[src/rtl/uart_tx_fifo_if.sv]
// Byte handshake between an on-chip producer and the uart_tx_fifo input FIFO.
// The producer side is the master; the transmitter is the slave.
interface uart_tx_fifo_if;
   logic [7:0] data_in;
   logic       valid_in;
   logic       ready_out;

   modport master (output data_in, output valid_in, input ready_out);
   modport slave  (input data_in, input valid_in, output ready_out);
endinterface

[src/rtl/uart_tx_fifo.sv]
// 8N1 UART transmitter fed by a small circular-buffer FIFO over a valid/ready handshake.
// Frames are sent back to back while bytes are queued; tx idles high.
module uart_tx_fifo #(
   parameter int unsigned CLKS_PER_BIT = 10,
   parameter int unsigned FIFO_DEPTH   = 4
) (
   input  logic          clk,
   input  logic          rst,
   uart_tx_fifo_if.slave in_if,
   output logic          tx,
   output logic          busy_out
);
   localparam int unsigned PtrW  = $clog2(FIFO_DEPTH);
   localparam int unsigned CntW  = PtrW + 1;
   localparam int unsigned BaudW = $clog2(CLKS_PER_BIT);

   localparam logic [BaudW-1:0] BaudLast = BaudW'(CLKS_PER_BIT - 1);
   localparam logic [CntW-1:0]  CntFull  = CntW'(FIFO_DEPTH);

   typedef enum logic [1:0] {StIdle, StStart, StData, StStop} state_e;

   state_e           state_q, state_d;
   logic [7:0]       mem_q [FIFO_DEPTH];
   logic [PtrW-1:0]  wptr_q, rptr_q;
   logic [CntW-1:0]  count_q, count_d;
   logic [BaudW-1:0] baud_q, baud_d;
   logic [2:0]       bit_q, bit_d;
   logic [7:0]       shift_q, shift_d;
   logic             tx_q, tx_d;
   logic             push, pop, baud_done, fifo_empty;

   assign fifo_empty      = (count_q == '0);
   assign in_if.ready_out = (count_q < CntFull);
   assign push            = in_if.valid_in && in_if.ready_out;
   assign baud_done       = (baud_q == BaudLast);
   assign tx              = tx_q;
   assign busy_out        = (state_q != StIdle) || !fifo_empty;

   always_comb begin
      state_d = state_q;
      baud_d  = baud_q;
      bit_d   = bit_q;
      shift_d = shift_q;
      tx_d    = tx_q;
      pop     = 1'b0;
      unique case (state_q)
         StIdle: begin
            tx_d = 1'b1;
            if (!fifo_empty) begin
               pop     = 1'b1;
               shift_d = mem_q[rptr_q];
               tx_d    = 1'b0;
               baud_d  = '0;
               state_d = StStart;
            end
         end
         StStart: begin
            baud_d = baud_q + 1'b1;
            if (baud_done) begin
               baud_d  = '0;
               bit_d   = '0;
               tx_d    = shift_q[0];
               state_d = StData;
            end
         end
         StData: begin
            baud_d = baud_q + 1'b1;
            if (baud_done) begin
               baud_d = '0;
               if (bit_q == 3'd7) begin
                  tx_d    = 1'b1;
                  state_d = StStop;
               end else begin
                  // Shift register keeps the bit being driven in position 0.
                  bit_d   = bit_q + 1'b1;
                  shift_d = {1'b0, shift_q[7:1]};
                  tx_d    = shift_q[1];
               end
            end
         end
         StStop: begin
            baud_d = baud_q + 1'b1;
            if (baud_done) begin
               baud_d = '0;
               if (!fifo_empty) begin
                  pop     = 1'b1;
                  shift_d = mem_q[rptr_q];
                  tx_d    = 1'b0;
                  state_d = StStart;
               end else begin
                  state_d = StIdle;
               end
            end
         end
         default: state_d = StIdle;
      endcase
   end

   always_comb begin
      count_d = count_q;
      unique case ({push, pop})
         2'b10:   count_d = count_q + 1'b1;
         2'b01:   count_d = count_q - 1'b1;
         default: count_d = count_q;
      endcase
   end

   always_ff @(posedge clk) begin
      if (rst) begin
         state_q <= StIdle;
         wptr_q  <= '0;
         rptr_q  <= '0;
         count_q <= '0;
         baud_q  <= '0;
         bit_q   <= '0;
         shift_q <= '0;
         tx_q    <= 1'b1;
      end else begin
         state_q <= state_d;
         count_q <= count_d;
         baud_q  <= baud_d;
         bit_q   <= bit_d;
         shift_q <= shift_d;
         tx_q    <= tx_d;
         if (push) wptr_q <= wptr_q + 1'b1;
         if (pop)  rptr_q <= rptr_q + 1'b1;
      end
   end

   always_ff @(posedge clk) begin
      if (push && !rst) mem_q[wptr_q] <= in_if.data_in;
   end
endmodule

[src/flat_wrapper.sv]
// flat-port wrapper written by rule: the top's interface ports become plain ports
module uart_tx_fifo_flat 
#(
   parameter int unsigned CLKS_PER_BIT = 10,
   parameter int unsigned FIFO_DEPTH   = 4
)
  (clk, rst, tx, busy_out, in_if_data_in, in_if_valid_in, in_if_ready_out);
  uart_tx_fifo_if in_if_i ();
  input  logic clk;
  input  logic rst;
  output logic tx;
  output logic busy_out;
  input wire logic [$bits(in_if_i.data_in)-1:0] in_if_data_in;
  input wire logic [$bits(in_if_i.valid_in)-1:0] in_if_valid_in;
  output wire logic [$bits(in_if_i.ready_out)-1:0] in_if_ready_out;
  assign in_if_i.data_in = in_if_data_in;
  assign in_if_i.valid_in = in_if_valid_in;
  assign in_if_ready_out = in_if_i.ready_out;
  uart_tx_fifo #(.CLKS_PER_BIT(CLKS_PER_BIT), .FIFO_DEPTH(FIFO_DEPTH)) u_core (.clk(clk), .rst(rst), .in_if(in_if_i), .tx(tx), .busy_out(busy_out));
endmodule
[config.mk]
export PLATFORM = sky130hd
export DESIGN_NAME = uart_tx_fifo_flat
export DESIGN_NICKNAME = d
export VERILOG_FILES = /design/src/rtl/uart_tx_fifo_if.sv /design/src/rtl/uart_tx_fifo.sv /design/src/flat_wrapper.sv
export SDC_FILE = /design/constraint.sdc
export NUM_CORES = 1
export LEC_CHECK = 0
export BUFFER_PORTS_ARGS = -buffer_cell sky130_fd_sc_hd__buf_2
export CAP_MARGIN = 0
export CORE_MARGIN = 1
export CORE_UTILIZATION = 58
export DETAILED_ROUTE_END_ITERATION = 6
export PLACE_DENSITY = 0.76
export SYNTH_ARGS = -nofsm -noshare
export SYNTH_HDL_FRONTEND = slang
export SYNTH_SLANG_ARGS = --single-unit
[constraint.sdc]
create_clock -name clk -period 6.2 [get_ports clk]
set_input_delay 0.93 -clock clk [delete_from_list [all_inputs] [get_ports clk]]
set_output_delay 0.93 -clock clk [all_outputs]
set_load 0.05 [all_outputs]
==> results.md, run 1 <==
- Mux cell area share after synthesis: 10.6%
- Number of synthesized flops with an enable pin: 32
- GRT overflow: 0
- CTS clock-pin slew for the worst setup and hold paths: 0.07 ns
- Via count: 1657
- Largest family of logic cells by synthesized area: simple AND/OR/NAND/NOR gates
- Worst IR Drop VDD: 0.259 mV
- CTS root buf: clkbuf_8
- CTS tree: yes
- Post-Synthesis Cells: 216
- # rows: 24
- Power, Total: 0.00134 W
- RSZ-0062 raised after global routing: false
- Switching share of total power: 35.6%
- Clock Skew: 0.00478 ns
- Logic pwr share: 32.3%
- Clock buffer count from CTS: 9
- Crit path capture: u_core.count_q[2]$_SDFFE_PP0P_
- Mapped Nets: 242
- Mean post-synth cell area: 12.7 um^2
- R2r worst-path depth: 9
- Vias in the first global route: 1625
- Internal Power: 0.000861 W
- Nets: 258
- CP Data Required Time: 6.47 ns
- Wire length on met3: 109 um
- Crit end category: register
- Post-route ant nets: 0
- Chip Width: 70.8 um
- Flop pwr share: 40.4%
- Status: complete, no violations
- Die H: 70.8 um
- Worst Max-Slew Pin Slew: 0.729 ns
- Count of final hold-check violations: 0
- Post-CTS setup buffers: 0
- Achievable frequency: 0.353 GHz
- Pleak: 1.12 nW
- Setup TNS: 0 ns
- Flop-to-flop setup slack: 3.37 ns
- Met2 Routed Length: 2110 um
- TritonCTS Sinks: 59
- Wire length per cell: 15.8 um
- Global-route wire length before repair: 7710 um
- H-tree levels: 3
- CP max-delay cell: a211oi_2
- Post-Syn Area: 2740 um^2
- Startpoint types: register
- Design area: 3040 um^2
- Routed vias/inst: 5.73
- Met1 Wirelength: 2290 um
- Largest net degree at the start of global routing: 30
- Routed wire length: 4580 um
- Share of layout cells above drive strength 1: 23.6%
- Crit path from: u_core.state_q[1]$_SDFFE_PP0P_
- CORE AREA: 4440 um^2
- Clock power share: 27.4%
- Top routing layer used: met4
- Complex-gate fraction of the synthesized area: 11.4%
- Post-DP Area: 2830 um^2
- DRC viols: 0
- # diodes: 0
- Final Setup Violations: 0
- Distinct cell type count after synthesis: 47
- Post-synthesis xor/xnor area fraction: 1.28%
- Synth Area in Adders: 7.11%
- I/O Buffers: 13
- Area Growth Syn to Fin: 10.8%
- Worst skew pair latency: 0.33 ns
- Min Clock Period, post-route: 2.83 ns
- Ys flop type: edfxtp_1
- FF-to-FF End: u_core.count_q[2]$_SDFFE_PP0P_
- Full die area: 5010 um^2
- CP cell instances: ha_1 > nand4b_1 > a211oi_2 > ha_1 > inv_1 > fa_1 > xor2_1 > or3_2 > a21oi_1
- Post-Synth Simple-Gate Area: 11.6%
- Worst Path Max Fanout: 6
- Sw power: 0.000476 W
- Post-synthesis register bit count: 59
- Largest stage delay, worst path: 0.42 ns
- Most used cell, CP: ha_1
- CP Class: reg2reg
- Final Core Density: 68.4%
- I/O pin cnt: 14
- Hold path cells: 2
- Drt pass-1 iters: 4
- Fin crit share: 45.7%
- Post-cts sizing count: 0
- Commonest non-fill, non-tap cell in the layout: edfxtp_1
- Starting Density: 61.7%
- Hold_buf cts: 0
- Fin. max-slew vios: 0
- GRT Total Usage: 20.7%
- Max-cap violations: 0
- Clock Path Buffers: 2
- Most frequent cells in the layout: 32 x edfxtp_1, 27 x dfxtp_1, 17 x nor2_1, 17 x a21oi_1, 16 x o21ai_0
- Worst EP arrival: 3.10 ns
- Slew headroom: 51.4%
- Pwr dens: 440 nW/um^2
- Initial antenna violation count: 0
- Type of the worst min-delay path: reg2reg
- Reg2reg start: u_core.state_q[1]$_SDFFE_PP0P_
- Detailed placement HPWL: 3050 um
- GPL Wtd Cong: 0.815
- Seq/Total Area, Yosys: 54.7%
- Synthesis Warnings: 0
- Ys async rst share: 0%
- 1st-iter DRT viols: 136
[per-stage QoR]
stage          setup slack [ns]  hold WS (ns)  cells
2_1_floorplan              3.62         0.440    216
4_1_cts                    3.39         0.464    289
5_1_grt                    3.16         0.491    289
3_3_place_gp               3.48         0.448    273
6_report                   3.37         0.462    289
3_5_place_dp               3.44         0.454    273
[synthesized netlist by cell type (2+ instances only)]
master / number / area, um^2
a22o_1: 3 / 26.3
o21ai_0: 16 / 80.1
nand3b_1: 2 / 15.0
nand3_1: 9 / 45.0
and3_1: 2 / 12.5
a22oi_1: 3 / 22.5
xor2_1: 2 / 17.5
mux4_2: 8 / 180
a21oi_1: 17 / 85.1
inv_1: 12 / 45.0
clkbuf_1: 2 / 7.51
edfxtp_1: 32 / 961
buf_2: 3 / 15.0
mux2_2: 8 / 90.1
nand2b_1: 3 / 18.8
nand2_1: 2 / 7.51
nor2_1: 17 / 63.8
buf_1: 2 / 7.51
mux2i_1: 2 / 20.0
dfxtp_1: 27 / 541
and2_1: 4 / 25.0
ha_1: 14 / 175
xnor2_1: 2 / 17.5
[worst max-delay path, delay by kind of cell, from the launching register on]
family,cells,cell delay (ns)
DFF,1,0.41
AOI/OAI and AO/OA,2,0.56
xor gates and xnor gates,1,0.16
adders and majority gates,3,1.00
buffers and inverters,1,0.07
and+or+nand+nor,2,0.57
[layout make-up]
type | count | area (um^2)
clock buffer | 9 | 124
clock inverter | 7 | 83.8
fill | 318 | 1400
inverter | 13 | 48.8
multi-input combinational | 136 | 1150
sequential | 59 | 1500
tap | 52 | 65.1
timing repair buffer | 13 | 65.1
[routing by layer]
layer,global-route usage (%),vias to the layer above
li1,-,833
met1,27.8,792
met2,31.6,25
met3,5.13,7
met4,10.0,0
met5,0,-
[power groups by stage]
stage               clock network, W  registers, W  logic [W]
floorplan                          0      0.000535   0.000356
global placement                   0      0.000546   0.000421
detailed placement                 0      0.000549   0.000427
CTS                         0.000372      0.000541   0.000431
global route                0.000389      0.000551   0.000483
finish                      0.000366      0.000540   0.000432
[registers in the layout, summed over array words and instances, names as in the netlist, named ones only]
signal	cells
u_core.wptr_q	2
u_core.shift_q	8
u_core.tx	1
u_core.state_q	2
u_core.baud_q	4
u_core.bit_q	3
u_core.count_q	3
u_core.rptr_q	2
u_core.mem_q	32
[worst min path at each step]
stage,from,end
after floorplan,u_core.shift_q[7]$_SDFFE_PP0P_,u_core.shift_q[7]$_SDFFE_PP0P_
after global placement,u_core.shift_q[7]$_SDFFE_PP0P_,u_core.shift_q[7]$_SDFFE_PP0P_
after detailed placement,u_core.shift_q[7]$_SDFFE_PP0P_,u_core.shift_q[7]$_SDFFE_PP0P_
after CTS,u_core.shift_q[7]$_SDFFE_PP0P_,u_core.shift_q[7]$_SDFFE_PP0P_
after global routing,u_core.shift_q[4]$_SDFFE_PP0P_,u_core.shift_q[4]$_SDFFE_PP0P_
final,u_core.shift_q[7]$_SDFFE_PP0P_,u_core.shift_q[7]$_SDFFE_PP0P_
[cells by family (layout without fill, tap and decap cells)]
family / Yosys count / after routing
AOI/OAI and AO/OA: 47 / 47
xor gates and xnor gates: 4 / 4
adders and majority gates: 15 / 15
buffers and inverters: 21 / 42
DFF: 59 / 59
muxes: 18 / 18
and+or+nand+nor: 52 / 52
Power figures use the tool's default switching activity.
==> run 2, diff against run 1 <==
clock period = 2.75 ns   (was 6.2 ns; I/O delays follow)
==> run 2 against run 1 <==
Net effect:
- combinational power increased by 130%
- final cell count is 0.69% higher
- fmax grew 7.9%
- highest routed layer unchanged
- sequential share of layout area decreased by 0.20 points
- routed wire length decreased by 0.57%
- clock power rose by 110%
- die area unchanged
- sequential power up 130%
- worst hold slack got worse by 0.17 ns
- count of clock-buffer cells in the layout did not move
- critical endpoint unchanged
- global-route usage up 0.16 points
- critical path depth increased by 1
==> results.md, run 2 (same netlist as run 1, synthesis figures left out) <==
- Status: complete, no violations (unchanged)
- Min Clock Period, post-route: 2.63 ns (was 2.83 ns)
- Drt pass-1 iters: 4 (unchanged)
- Most frequent cells in the layout: 32 x edfxtp_1, 25 x dfxtp_1, 17 x nor2_1, 17 x a21oi_1, 16 x o21ai_0 (was 32 x edfxtp_1, 27 x dfxtp_1, 17 x nor2_1, 17 x a21oi_1, 16 x o21ai_0)
- Share of layout cells above drive strength 1: 26.4% (was 23.6%)
- CP cell instances: inv_1 > ha_2 > nand4b_1 > a211oi_4 > ha_2 > inv_1 > fa_1 > xor2_1 > or3_2 > a21oi_1 (was ha_1 > nand4b_1 > a211oi_2 > ha_1 > inv_1 > fa_1 > xor2_1 > or3_2 > a21oi_1)
- Biggest register: u_core.mem_q (unchanged)
- Fin crit share: 95.5% (was 45.7%)
- Met2 Routed Length: 2140 um (was 2110 um)
- Reg2reg start: u_core.baud_q[1]$_SDFFE_PP0N_ (was u_core.state_q[1]$_SDFFE_PP0P_)
- Routed wire length: 4550 um (was 4580 um)
- Clock Path Buffers: 2 (unchanged)
- Full die area: 5010 um^2 (unchanged)
- Wire length per cell: 15.6 um (was 15.8 um)
- Levels on crit path: 10 (was 9)
- Initial antenna violation count: 0 (unchanged)
- Clock Skew: 0.00795 ns (was 0.00478 ns)
- Area Growth Syn to Fin: 11.4% (was 10.8%)
- Delay-heaviest family, CP: adder cells (unchanged)
- CORE AREA: 4440 um^2 (unchanged)
- Hold EP: u_core.mem_q[2][2]$_DFFE_PP_ (was u_core.shift_q[7]$_SDFFE_PP0P_)
- I/O Buffers: 13 (unchanged)
- Worst EP arrival: 2.89 ns (was 3.10 ns)
- Pwr dens: 977 nW/um^2 (was 440 nW/um^2)
- Routed vias/inst: 5.76 (was 5.73)
- Post-route ant nets: 0 (unchanged)
- Starting Density: 61.7% (unchanged)
- Largest net degree at the start of global routing: 30 (unchanged)
- Nets: 260 (was 258)
- FILL cells: 321 (was 318)
- DRC viols: 0 (unchanged)
- Slew headroom: 52.1% (was 51.4%)
- Final Setup Violations: 0 (unchanged)
- Non-filler cells, final: 291 (was 289)
- Dpl cells: 275 (was 273)
- Setup TNS: 0 ns (unchanged)
- Achievable frequency: 0.381 GHz (was 0.353 GHz)
- Worst Max-Slew Pin Slew: 0.718 ns (was 0.729 ns)
- CP Class: reg2reg (unchanged)
- Worst skew pair latency: 0.33 ns (about the same)
- Die H: 70.8 um (unchanged)
- Met1 Wirelength: 2180 um (was 2290 um)
- Max-cap violations: 0 (unchanged)
- CP Data Required Time: 3.01 ns (was 6.47 ns)
- Clock buffer count from CTS: 9 (unchanged)
- Worst hold slack: 0.295 ns (was 0.462 ns)
- Power, Total: 0.00299 W (was 0.00134 W)
- Commonest non-fill, non-tap cell in the layout: edfxtp_1 (unchanged)
- Via count: 1675 (was 1657)
- FF-to-FF End: u_core.count_q[2]$_SDFFE_PP0P_ (unchanged)
- Count of final hold-check violations: 0 (unchanged)
- GRT Total Usage: 20.8% (was 20.7%)
- Worst Path Max Fanout: 4 (was 6)
- Detailed placement HPWL: 3090 um (was 3050 um)
- Crit end category: register (unchanged)
- Flop-to-flop setup slack: 0.12 ns (was 3.37 ns)
- CP max-delay cell: fa_1 (was a211oi_2)
- H-tree levels: 3 (unchanged)
- Startpoint types: register (unchanged)
- R2r worst-path depth: 10 (was 9)
- CTS tree: yes (unchanged)
- Hold path cells: 1 (was 2)
- # rows: 24 (unchanged)
- GPL Wtd Cong: 0.812 (was 0.815)
- CP Buf/Inv Count: 2 (was 1)
- CTS clock-pin slew for the worst setup and hold paths: 0.07 ns (about the same)
- Worst IR Drop VDD: 0.505 mV (was 0.259 mV)
- Max reg flops: 32 (unchanged)
- Type of the worst min-delay path: in2reg (was reg2reg)
- Global-route wire length before repair: 7800 um (was 7710 um)
- # diodes: 0 (unchanged)
- TritonCTS Sinks: 59 (unchanged)
- Top routing layer used: met4 (unchanged)
- Hold wc startpoint: in_if_data_in[2] (was u_core.shift_q[7]$_SDFFE_PP0P_)
- Fin. max-slew vios: 0 (unchanged)
- Vias in the first global route: 1626 (was 1625)
- Regs by FF count: u_core.mem_q (32), u_core.shift_q (8), u_core.baud_q (4) (unchanged)
- Wire length on met3: 156 um (was 109 um)
- 1st-iter DRT viols: 123 (was 136)
- GRT overflow: 0 (unchanged)
- Crit path from: u_core.baud_q[1]$_SDFFE_PP0N_ (was u_core.state_q[1]$_SDFFE_PP0P_)
- I/O pin cnt: 14 (unchanged)
- CTS root buf: clkbuf_8 (unchanged)
- Chip Width: 70.8 um (unchanged)
- Pleak: 1.12 nW (about the same)
- Post-CTS setup buffers: 0 (unchanged)
- Largest stage delay, worst path: 0.43 ns (was 0.42 ns)
run 2: through the flow:
stage / instance area [um^2] / worst slack [ns] / util (%)
after floorplan: 2740 / 0.198 / -
after global routing: 3060 / -0.0266 / 68.8
after detailed placement: 2850 / 0.147 / 64.1
after CTS: 3040 / 0.123 / 68.4
final: 3060 / 0.123 / 68.8
after global placement: 2850 / 0.221 / 64.1
run 2: cell type report:
cell class	count	area (um^2)	share of cell area, %
clock buffer	9	124	4.05
clock inverter	7	68.8	2.25
inverter	13	48.8	1.60
multi-input combinational	136	1170	38.2
sequential	59	1500	49.2
tap	52	65.1	2.13
timing repair buffer	15	80.1	2.62
run 2: report_power, final:
part | internal (W) | total [W] | switching [W]
sequential | 0.00109 | 0.00122 | 0.000127
combinational | 0.000446 | 0.00101 | 0.000568
clock | 0.000414 | 0.000756 | 0.000341
total | 0.00195 | 0.00299 | 0.00104
run 2: routing by layer:
layer	vias up	GRT usage [%]
li1	841	-
met1	802	26.9
met2	23	32.6
met3	9	7.26
met4	0	8.00
met5	-	0
run 2: worst max-delay path by stage:
stage	to
floorplan	u_core.count_q[2]$_SDFFE_PP0P_
global placement	u_core.count_q[2]$_SDFFE_PP0P_
detailed placement	u_core.count_q[2]$_SDFFE_PP0P_
CTS	u_core.count_q[2]$_SDFFE_PP0P_
global route	u_core.count_q[2]$_SDFFE_PP0P_
finish	u_core.count_q[2]$_SDFFE_PP0P_
run 2: repair_timing:
action,4_1_cts,5_1_grt
endpoints found under the setup margin,0,1
hold buffers,0,0
resized for setup,0,7
